==> src/rtl/lfsr_rr_server.sv <==
// Round-robin server that hands out words from one shared 8-bit Fibonacci LFSR.
// Each grant is preceded by STEPS LFSR shifts so successive consumers see decorrelated values.
module lfsr_rr_server #(
    parameter int                DATA_LEN = 8,
    parameter int                NUM_REQ  = 4,
    parameter int                STEPS    = 4,
    parameter logic [DATA_LEN-1:0] SEED   = 8'h01
) (
    input  logic                clk,
    input  logic                rst_n,
    input  logic                seed_load,
    input  logic [DATA_LEN-1:0] seed,
    input  logic [NUM_REQ-1:0]  req,
    output logic                rsp_valid,
    output logic [NUM_REQ-1:0]  rsp_gnt,
    output logic [DATA_LEN-1:0] rsp_data,
    output logic                busy,
    output logic [DATA_LEN-1:0] lfsr_q
);

    localparam int          IW      = $clog2(NUM_REQ);
    localparam logic [3:0]  STEPS_C = 4'(STEPS);

    typedef enum logic [1:0] {
        S_IDLE,
        S_STEP,
        S_GRANT
    } state_t;

    state_t              state_q, state_d;
    logic [DATA_LEN-1:0] lfsr_d;
    logic [IW-1:0]       rr_ptr_q, rr_ptr_d;
    logic [IW-1:0]       win_q, win_d;
    logic [3:0]          cnt_q, cnt_d;
    logic                rsp_valid_q, rsp_valid_d;
    logic [NUM_REQ-1:0]  rsp_gnt_q, rsp_gnt_d;
    logic [DATA_LEN-1:0] rsp_data_q, rsp_data_d;
    logic                busy_q, busy_d;

    logic [DATA_LEN-1:0] lfsr_step;
    logic [DATA_LEN-1:0] seed_safe;
    logic [NUM_REQ-1:0]  win_onehot;
    logic [IW-1:0]       pick_idx;
    logic [IW-1:0]       win_inc;
    int                  scan_idx;

    // Taps x^8+x^6+x^5+x^4+1 in right-shift form.
    assign lfsr_step = {lfsr_q[4] ^ lfsr_q[3] ^ lfsr_q[2] ^ lfsr_q[0], lfsr_q[DATA_LEN-1:1]};
    assign seed_safe = (seed == '0) ? {seed[DATA_LEN-1:1], 1'b1} : seed;

    generate
        for (genvar gi = 0; gi < NUM_REQ; gi++) begin : g_onehot
            assign win_onehot[gi] = (win_q == IW'(gi));
        end
    endgenerate

    assign win_inc = (win_q == IW'(NUM_REQ - 1)) ? '0 : win_q + 1'b1;

    // Scan from the highest offset down so the lowest offset from rr_ptr wins.
    always_comb begin
        pick_idx = '0;
        scan_idx = 0;
        for (int i = NUM_REQ - 1; i >= 0; i--) begin
            scan_idx = (int'(rr_ptr_q) + i) % NUM_REQ;
            if (req[scan_idx[IW-1:0]]) begin
                pick_idx = scan_idx[IW-1:0];
            end
        end
    end

    always_comb begin
        state_d     = state_q;
        lfsr_d      = lfsr_q;
        rr_ptr_d    = rr_ptr_q;
        win_d       = win_q;
        cnt_d       = cnt_q;
        rsp_valid_d = 1'b0;
        rsp_gnt_d   = '0;
        rsp_data_d  = rsp_data_q;

        if (seed_load) begin
            // A reload abandons any transaction in flight without granting it.
            lfsr_d  = seed_safe;
            state_d = S_IDLE;
        end else begin
            unique case (state_q)
                S_IDLE: begin
                    if (|req) begin
                        win_d   = pick_idx;
                        cnt_d   = STEPS_C;
                        state_d = S_STEP;
                    end
                end
                S_STEP: begin
                    lfsr_d = lfsr_step;
                    cnt_d  = cnt_q - 4'd1;
                    if (cnt_q == 4'd1) begin
                        state_d = S_GRANT;
                    end
                end
                S_GRANT: begin
                    rsp_valid_d = 1'b1;
                    rsp_gnt_d   = win_onehot;
                    rsp_data_d  = lfsr_q;
                    rr_ptr_d    = win_inc;
                    state_d     = S_IDLE;
                end
                default: begin
                    state_d = S_IDLE;
                end
            endcase
        end

        busy_d = (state_d == S_STEP) || (state_d == S_GRANT);
    end

    always_ff @(posedge clk) begin
        if (!rst_n) begin
            state_q     <= S_IDLE;
            lfsr_q      <= SEED;
            rr_ptr_q    <= '0;
            win_q       <= '0;
            cnt_q       <= '0;
            rsp_valid_q <= 1'b0;
            rsp_gnt_q   <= '0;
            rsp_data_q  <= '0;
            busy_q      <= 1'b0;
        end else begin
            state_q     <= state_d;
            lfsr_q      <= lfsr_d;
            rr_ptr_q    <= rr_ptr_d;
            win_q       <= win_d;
            cnt_q       <= cnt_d;
            rsp_valid_q <= rsp_valid_d;
            rsp_gnt_q   <= rsp_gnt_d;
            rsp_data_q  <= rsp_data_d;
            busy_q      <= busy_d;
        end
    end

    assign rsp_valid = rsp_valid_q;
    assign rsp_gnt   = rsp_gnt_q;
    assign rsp_data  = rsp_data_q;
    assign busy      = busy_q;

endmodule

==> config.mk <==
export PLATFORM = sky130hd
export DESIGN_NAME = lfsr_rr_server
export DESIGN_NICKNAME = d
export VERILOG_FILES = /design/src/rtl/lfsr_rr_server.sv
export SDC_FILE = /design/constraint.sdc
export NUM_CORES = 1
export LEC_CHECK = 0
export BUFFER_PORTS_ARGS = -buffer_cell sky130_fd_sc_hd__buf_2
export CAP_MARGIN = 20
export CORE_ASPECT_RATIO = 2
export CORE_MARGIN = 3
export CORE_UTILIZATION = 50
export CTS_CLUSTER_SIZE = 8
export DETAILED_ROUTE_END_ITERATION = 10
export PLACE_DENSITY = 0.76
export SKIP_LAST_GASP = 1
export SYNTH_ARGS = -nofsm -noshare
export SYNTH_HDL_FRONTEND = slang
export SYNTH_SLANG_ARGS = --single-unit
==> constraint.sdc <==
create_clock -name clk -period 2.5 [get_ports clk]
set_input_delay 0.25 -clock clk [delete_from_list [all_inputs] [get_ports clk]]
set_output_delay 0.25 -clock clk [all_outputs]
set_load 0.01 [all_outputs]
==> results of run 1 <==
## power groups by stage
| stage | logic [uW] | registers, uW | clock network, uW |
|---|---|---|---|
| after CTS | 114 | 544 | 490 |
| after floorplan | 77.4 | 553 | 0 |
| final | 114 | 544 | 483 |
| after global placement | 109 | 554 | 0 |
| after detailed placement | 114 | 555 | 0 |
| after global routing | 128 | 545 | 514 |
## routing by layer
metal	GRT usage, %	wire length, um	up-vias
li1	-	-	591
met1	16.7	1040	555
met2	36.7	1780	32
met3	6.29	165	8
met4	10.9	88	0
met5	0	0	-
## cell families (layout without fill, tap and decap cells)
kind of cell,count (synthesis),in the layout,synth area share [%]
and+or+nand+nor,59,59,20.9
muxes,23,23,16.4
xor gates and xnor gates,3,3,1.80
adders and majority gates,6,6,5.15
buffers and inverters,12,51,3.86
AOI/OAI and AO/OA,16,16,7.98
DFF,32,32,43.9
## per-stage QoR
stage          std cells  setup slack (ns)  util, %  total power [uW]  hold WS, ns
3_5_place_dp         211             0.843     59.3               669        0.486
3_3_place_gp         211             0.903     59.3               663        0.470
5_1_grt              219             0.717     63.2              1190        0.228
6_report             219             0.829     63.2              1140        0.204
4_1_cts              219             0.840     63.2              1150        0.206
2_1_floorplan        151              1.18        -               631        0.326
## area by class of cell
type / instances / share of cell area (%)
Clock buffer: 6 / 4.14
Clock inverter: 2 / 2.00
Inverter: 7 / 1.50
Multi-Input combinational cell: 107 / 43.4
Sequential cell: 32 / 36.6
Tap cell: 29 / 2.07
Timing Repair Buffer: 36 / 10.3
## cells in the final DEF, fill, tap and decap left out, drive strengths merged, types with 3 or more instances in the layout
cell,n
nand2b,3
xnor2,3
inv,7
clkbuf,6
o21ai,6
dfxtp,32
nand3,3
and2,4
ha,6
nor3,5
buf,36
mux2i,16
nor2,26
nor2b,3
mux2,7
nand2,7
## worst paths after layout
path              cells after the start                startpoint                        to
setup reg to reg                      4     state_q[0]$_SDFF_PN0_    lfsr_q[1]$_SDFFE_PN0P_
setup / recovery                      4     state_q[0]$_SDFF_PN0_    lfsr_q[1]$_SDFFE_PN0P_
hold / removal                        3                   seed[3]    lfsr_q[3]$_SDFFE_PN0P_
hold reg to reg                       2  rsp_data[7]$_SDFFE_PN0P_  rsp_data[7]$_SDFFE_PN0P_
## flip-flops by register name, summed over array words and instances, names as in the netlist
signal and count:
rr_ptr_q 2, win_q 2, rsp_valid 1, busy 1, cnt_q 4, rsp_data 8
lfsr_q 8, state_q 2, rsp_gnt 4
## tightest hold or removal path, stage by stage
cell and delay [ns]:
buf_2 0.08, mux2i_1 0.06, nor2_1 0.07
==> results.json, run 1 <==
{
  "status": "complete, no violations",
  "syn_inst": 151,
  "syn2layout_area_growth_pct": 20.2,
  "fmax_ghz": 0.599,
  "clockRootBuffer": "clkbuf_8",
  "max_cap_viol_count": 0,
  "cp-end-kind": "flop",
  "synth.distinct_cells": 38,
  "worstSetupPathType": "reg -> reg",
  "fin_nets": 210,
  "first_pass_iters": 4,
  "hold_viol": 0,
  "pwr-share-comb_pct": 10.0,
  "insertion_delay_ns": 0.29,
  "critPathMaxStageDelay_ns": 0.54,
  "synth-edff-count": 0,
  "gp_congestion": 0.704,
  "crit_buf_inv": 0,
  "pwr-share-clk_pct": 42.4,
  "via_count": 1186,
  "grt-ovfl-total": 0,
  "synth_warnings": 0,
  "diodes": 0,
  "p_per_area_nw_per_um2": 651,
  "ys_seq_area_share_pct": 43.9,
  "die_h_um": 82.4,
  "power.share.sequential_pct": 47.7,
  "ys_async_sr_fraction_pct": 0,
  "worstSetupStartpointType": "flop",
  "ios": 37,
  "ant_nets": 0,
  "cp_max_fo": 11,
  "rsz0062_at_grt": "no",
  "tightest_slew_ns": 0.695,
  "synth_top_area_share_pct": 43.9,
  "skew_ns": 0.00481,
  "synthFlopType": "dfxtp_1",
  "rows": 27,
  "arrival_ns": 1.82,
  "slew_viol_final": 0,
  "peakVddDrop_v": 0.000455,
  "cts.clk_slew.worst_paths_ns": 0.07,
  "min_period_over_period_pct": 66.8,
  "yosys-top-cells-area": "dfxtp_1 44%, mux2i_1 11%, nor2_1 6.4%",
  "die_w_um": 44.2,
  "cp_top_family": "flip-flops",
  "p_sw_uw": 265,
  "wl_um": 3080,
  "io_buffers": 36,
  "synth_nets": 172,
  "syn_avg_cell_area_sq_um": 9.65,
  "post_drt_wl_per_cell_um": 14.0,
  "numClockSinks": 32,
  "vias_per_cell": 5.42,
  "multi_input_area_sq_um": 761,
  "drtIter0Drc": 9,
  "initial_core_util_pct": 52.6,
  "clk_path_buf_depth": 2,
  "yosys_register_bits": 32,
  "coreArea_sq_um": 2770,
  "synth.top_cells.by_count": "32 x dfxtp_1, 25 x nor2_1, 16 x mux2i_1, 7 x inv_1, 7 x nand2_1",
  "synthesis.area_sq_um": 1460,
  "power_leakage_uw": 0.000775,
  "synth.most_common_cell": "dfxtp_1",
  "drive_gt1_share_pct": 29.5,
  "synth_top_area_cell": "dfxtp_1",
  "grt_antenna_before_repair": 0,
  "dieArea_sq_um": 3640,
  "swShare_pct": 23.2,
  "worstPathCellList": "and2b_1, mux2_2, mux2i_1, nor2_1",
  "num-fill-cells": 248,
  "ctsHoldBuffers": 0,
  "final_area_sq_um": 1750,
  "place_area_sq_um": 1640,
  "grt_pass1_vias": 1188,
  "internal-power_uw": 876,
  "setup_viol": 0,
  "tns_ns": 0,
  "grt_use_total_pct": 19.3,
  "drcViolationCount": 0,
  "cts_resized": 0,
  "hp-class": "in -> reg",
  "grt_max_degree": 23,
  "grt_pass1_wl_um": 5080,
  "max-slew-margin-rel_pct": 53.6,
  "crit_required_ns": 2.65,
  "regArea_sq_um": 641,
  "h-tree-depth": 2,
  "final.min_clock_period_ns": 1.67,
  "cts_tree": "built",
  "cts_buffers": 5,
  "cts_setup_buffers": 0,
  "hpwl_um": 2360,
  "rrSetupSlack_ns": 0.83,
  "crit_slowest_cell": "dfxtp_1"
}
No activity file was read; power rests on OpenSTA's default activity.
==> run 2: changes to the inputs <==
- clock period: 2.5 -> 1.6 ns (I/O delays scaled with it)
==> results.json, run 2 (synthesis gave the netlist of run 1 again) <==
{
  "status": "complete, no violations",
  "clk_path_buf_depth": 2,
  "whs_path_depth": 3,
  "crit_slowest_cell": "and2b_1",
  "rows": 27,
  "coreArea_sq_um": 2770,
  "fin_nets": 213,
  "cp_max_fo": 11,
  "drive_gt1_share_pct": 30.1,
  "rsz0062_at_grt": "no",
  "finalNonFillerCells": 222,
  "rr_worst_depth": 4,
  "initial_core_util_pct": 52.6,
  "dieArea_sq_um": 3640,
  "die_h_um": 82.4,
  "arrival_ns": 1.64,
  "mostFrequentLayoutCell": "buf_2",
  "die_w_um": 44.2,
  "wl_um": 3010,
  "skew_ns": 0.00214,
  "grt_pass1_wl_um": 5020,
  "slew_viol_final": 0,
  "grt-ovfl-total": 0,
  "numClockSinks": 32,
  "tns_ns": 0,
  "vias_per_cell": 5.44,
  "dp.cells": 214,
  "ant_nets": 0,
  "cts_tree": "built",
  "grt_pass1_vias": 1202,
  "cts.clk_slew.worst_paths_ns": 0.06,
  "first_pass_iters": 4,
  "hold_viol": 0,
  "worst_slack_ns": 0.105,
  "fmax_ghz": 0.669,
  "max_cap_viol_count": 0,
  "io_buffers": 36,
  "diodes": 0,
  "syn2layout_area_growth_pct": 20.5,
  "crit_required_ns": 1.75,
  "gp_congestion": 0.774,
  "p_per_area_nw_per_um2": 942,
  "post_drt_wl_per_cell_um": 13.5,
  "final.min_clock_period_ns": 1.50,
  "worstSetupPathType": "reg -> reg",
  "final_cell_mix": "36 x buf_2, 32 x dfxtp_1, 25 x nor2_1",
  "ios": 37,
  "via_count": 1208,
  "insertion_delay_ns": 0.27,
  "hp-class": "in -> reg",
  "power_leakage_uw": 0.000780,
  "drcViolationCount": 0,
  "critPathMaxStageDelay_ns": 0.46,
  "clockRootBuffer": "clkbuf_8",
  "cp-end-kind": "flop",
  "worstPathCellList": "and2b_1, mux2_2, mux2i_1, nor2_1",
  "cts_setup_buffers": 0,
  "tightest_slew_ns": 0.568,
  "hpwl_um": 2350,
  "fin_hold_ws_ns": 0.136,
  "ctsHoldBuffers": 0,
  "setup_viol": 0,
  "grt_antenna_before_repair": 0,
  "min_period_over_period_pct": 93.4,
  "worstSetupStartpointType": "flop",
  "max-slew-margin-rel_pct": 62.1,
  "h-tree-depth": 2,
  "grt_max_degree": 18,
  "cts_resized": 0,
  "grt_use_total_pct": 18.6,
  "drtIter0Drc": 16,
  "cts_buffers": 5,
  "peakVddDrop_v": 0.000673,
  "dp_worst_setup_slack_ns": 0.108
}
==> run 2: stage by stage <==
step	utilization (%)	instance area, sq um	total power [uW]
final	63.4	1760	1660
after detailed placement	60.2	1670	1050
after global routing	63.4	1760	1730
after CTS	63.4	1760	1670
after floorplan	-	1460	985
after global placement	60.2	1670	1040
==> run 2: metal layers <==
layer	vias to the layer above	share of wire, %	GRT usage, %
met5	-	0	0
met4	0	2.9	11.5
met3	11	4.3	4.34
met2	40	57	35.7
met1	556	36	16.5
li1	601	-	-
==> run 2: worst max-delay path: cells and delay by family (launching register included) <==
family | cells | cell delay [ns]
mux | 2 | 0.52
flops | 1 | 0.34
simple gates | 2 | 0.51
==> run 2: final cells by class <==
type	count	area, sq um
fill	236	1010
multi-input combinational	107	761
sequential	32	641
timing repair buffer	39	203
clock buffer	8	90.1
tap	29	36.3
inverter	7	26.3
==> run 2: where the power goes <==
part / total, uW / internal [uW] / switching (uW)
combinational: 188 / 91.3 / 96.6
clock: 622 / 350 / 271
sequential: 846 / 821 / 25.0
total: 1660 / 1260 / 393
==> run 2: final timing paths <==
kind | startpoint | endpoint | slack (ns)
max reg2reg | state_q[1]$_SDFF_PN0_ | lfsr_q[4]$_SDFFE_PN0P_ | 0.10
max | state_q[1]$_SDFF_PN0_ | lfsr_q[4]$_SDFFE_PN0P_ | 0.10
min | seed[1] | lfsr_q[1]$_SDFFE_PN0P_ | 0.14
min reg2reg | rsp_data[2]$_SDFFE_PN0P_ | rsp_data[2]$_SDFFE_PN0P_ | 0.50
==> run 3: changes to the inputs <==
- GPL_TIMING_DRIVEN: not set -> 0
- PLACE_DENSITY: 0.76 -> 0.75
==> results.json, run 3 (synthesis gave the netlist of run 1 again) <==
{
  "slew_viol_final": 0,
  "vias_per_cell": 5.41,
  "worstPathCellList": "buf_4, and2b_1, buf_6, mux2_2, mux2i_1, nor2_1",
  "die_w_um": 44.2,
  "hpwl_um": 2400,
  "die_h_um": 82.4,
  "crit_required_ns": 1.74,
  "via_count": 1207,
  "diodes": 0,
  "cts_tree": "built",
  "worstSetupPathType": "reg -> reg",
  "hold_viol": 0,
  "cp_max_fo": 10,
  "drcViolationCount": 0,
  "numClockSinks": 32,
  "clk_path_buf_depth": 2,
  "tightest_slew_ns": 0.571,
  "max-slew-margin-rel_pct": 61.9,
  "first_pass_iters": 4,
  "peakVddDrop_v": 0.000949,
  "post_drt_wl_per_cell_um": 13.7,
  "wl_um": 3040,
  "ios": 37,
  "hp-class": "in -> reg",
  "dp_worst_setup_slack_ns": 0.163,
  "h-tree-depth": 2,
  "coreArea_sq_um": 2770,
  "drive_gt1_share_pct": 29.9,
  "tns_ns": 0,
  "fmax_ghz": 0.686,
  "max_cap_viol_count": 0,
  "clockRootBuffer": "clkbuf_8",
  "dp.cells": 216,
  "min_period_over_period_pct": 91.1,
  "setup_viol": 0,
  "ant_nets": 0,
  "crit_slowest_cell": "mux2_2",
  "cts_buffers": 5,
  "initial_core_util_pct": 52.6,
  "finalPower_uw": 1690,
  "drtIter0Drc": 17,
  "cts_resized": 0,
  "grt_antenna_before_repair": 0,
  "mostFrequentLayoutCell": "buf_2",
  "cts.clk_slew.worst_paths_ns": 0.06,
  "skew_ns": 0.00344,
  "arrival_ns": 1.60,
  "rsz0062_at_grt": "no",
  "finalNonFillerCells": 223,
  "rows": 27,
  "grt_use_total_pct": 18.6,
  "worstSetupStartpointType": "flop",
  "fin_nets": 215,
  "grt_pass1_wl_um": 5060,
  "io_buffers": 36,
  "syn2layout_area_growth_pct": 21.5,
  "power_leakage_uw": 0.000785,
  "worst_slack_ns": 0.143,
  "final_cell_mix": "36 x buf_2, 32 x dfxtp_1, 25 x nor2_1",
  "p_per_area_nw_per_um2": 956,
  "cp-end-kind": "flop",
  "status": "complete, no violations",
  "grt_max_degree": 11,
  "final.min_clock_period_ns": 1.46,
  "insertion_delay_ns": 0.27,
  "critPathMaxStageDelay_ns": 0.34,
  "num-fill-cells": 248,
  "ctsHoldBuffers": 0,
  "dieArea_sq_um": 3640,
  "gp_congestion": 0.702,
  "grt-ovfl-total": 0,
  "cts_setup_buffers": 0,
  "grt_pass1_vias": 1246
}
==> run 3: final timing paths <==
path | from | end | slack, ns | cells past startpoint
worst max-delay path | state_q[0]$_SDFF_PN0_ | lfsr_q[3]$_SDFFE_PN0P_ | 0.14 | 6
worst min register to register | rsp_data[4]$_SDFFE_PN0P_ | rsp_data[4]$_SDFFE_PN0P_ | 0.49 | 2
worst max register to register | state_q[0]$_SDFF_PN0_ | lfsr_q[3]$_SDFFE_PN0P_ | 0.14 | 6
worst min-delay path | rst_n | lfsr_q[0]$_SDFFE_PN1P_ | 0.14 | 2
==> run 3: report_power, final <==
| group | switching, uW | leakage (uW) | internal (uW) | total [uW] |
|---|---|---|---|---|
| logic | 99.0 | 0.000474 | 92.4 | 191 |
| registers | 24.7 | 0.000261 | 821 | 846 |
| clock network | 272 | 0.0000503 | 383 | 655 |
==> run 3: routing by layer <==
metal	track usage, %	vias to the layer above	routed length [um]
met1	15.6	558	1020
li1	-	601	-
met2	37.7	37	1780
met3	4.77	11	159
met5	0	-	0
met4	8.46	0	88
==> run 3: cell type report <==
type                       count  area (sq um)  area share (%)
sequential                    32           641            36.2
clock buffer                   7          96.3            5.44
multi-input combinational    107           761            43.0
inverter                       7          26.3            1.48
timing repair buffer          36           180            10.2
tap                           29          36.3            2.05
buffer                         5          30.0            1.70
==> run 3: metrics by stage <==
stage	instance area [sq um]	utilization [%]	hold WS, ns
after floorplan	1460	-	0.236
after CTS	1770	63.9	0.131
after global routing	1770	63.9	0.154
after global placement	1670	60.4	0.410
after detailed placement	1670	60.4	0.420
final	1770	63.9	0.138
==> run 3: critical path: cells and delay by family (launching register included) <==
family | cells | cell delay (ns)
buffers and inverters | 2 | 0.32
DFF | 1 | 0.31
and+or+nand+nor | 2 | 0.24
muxes | 2 | 0.46
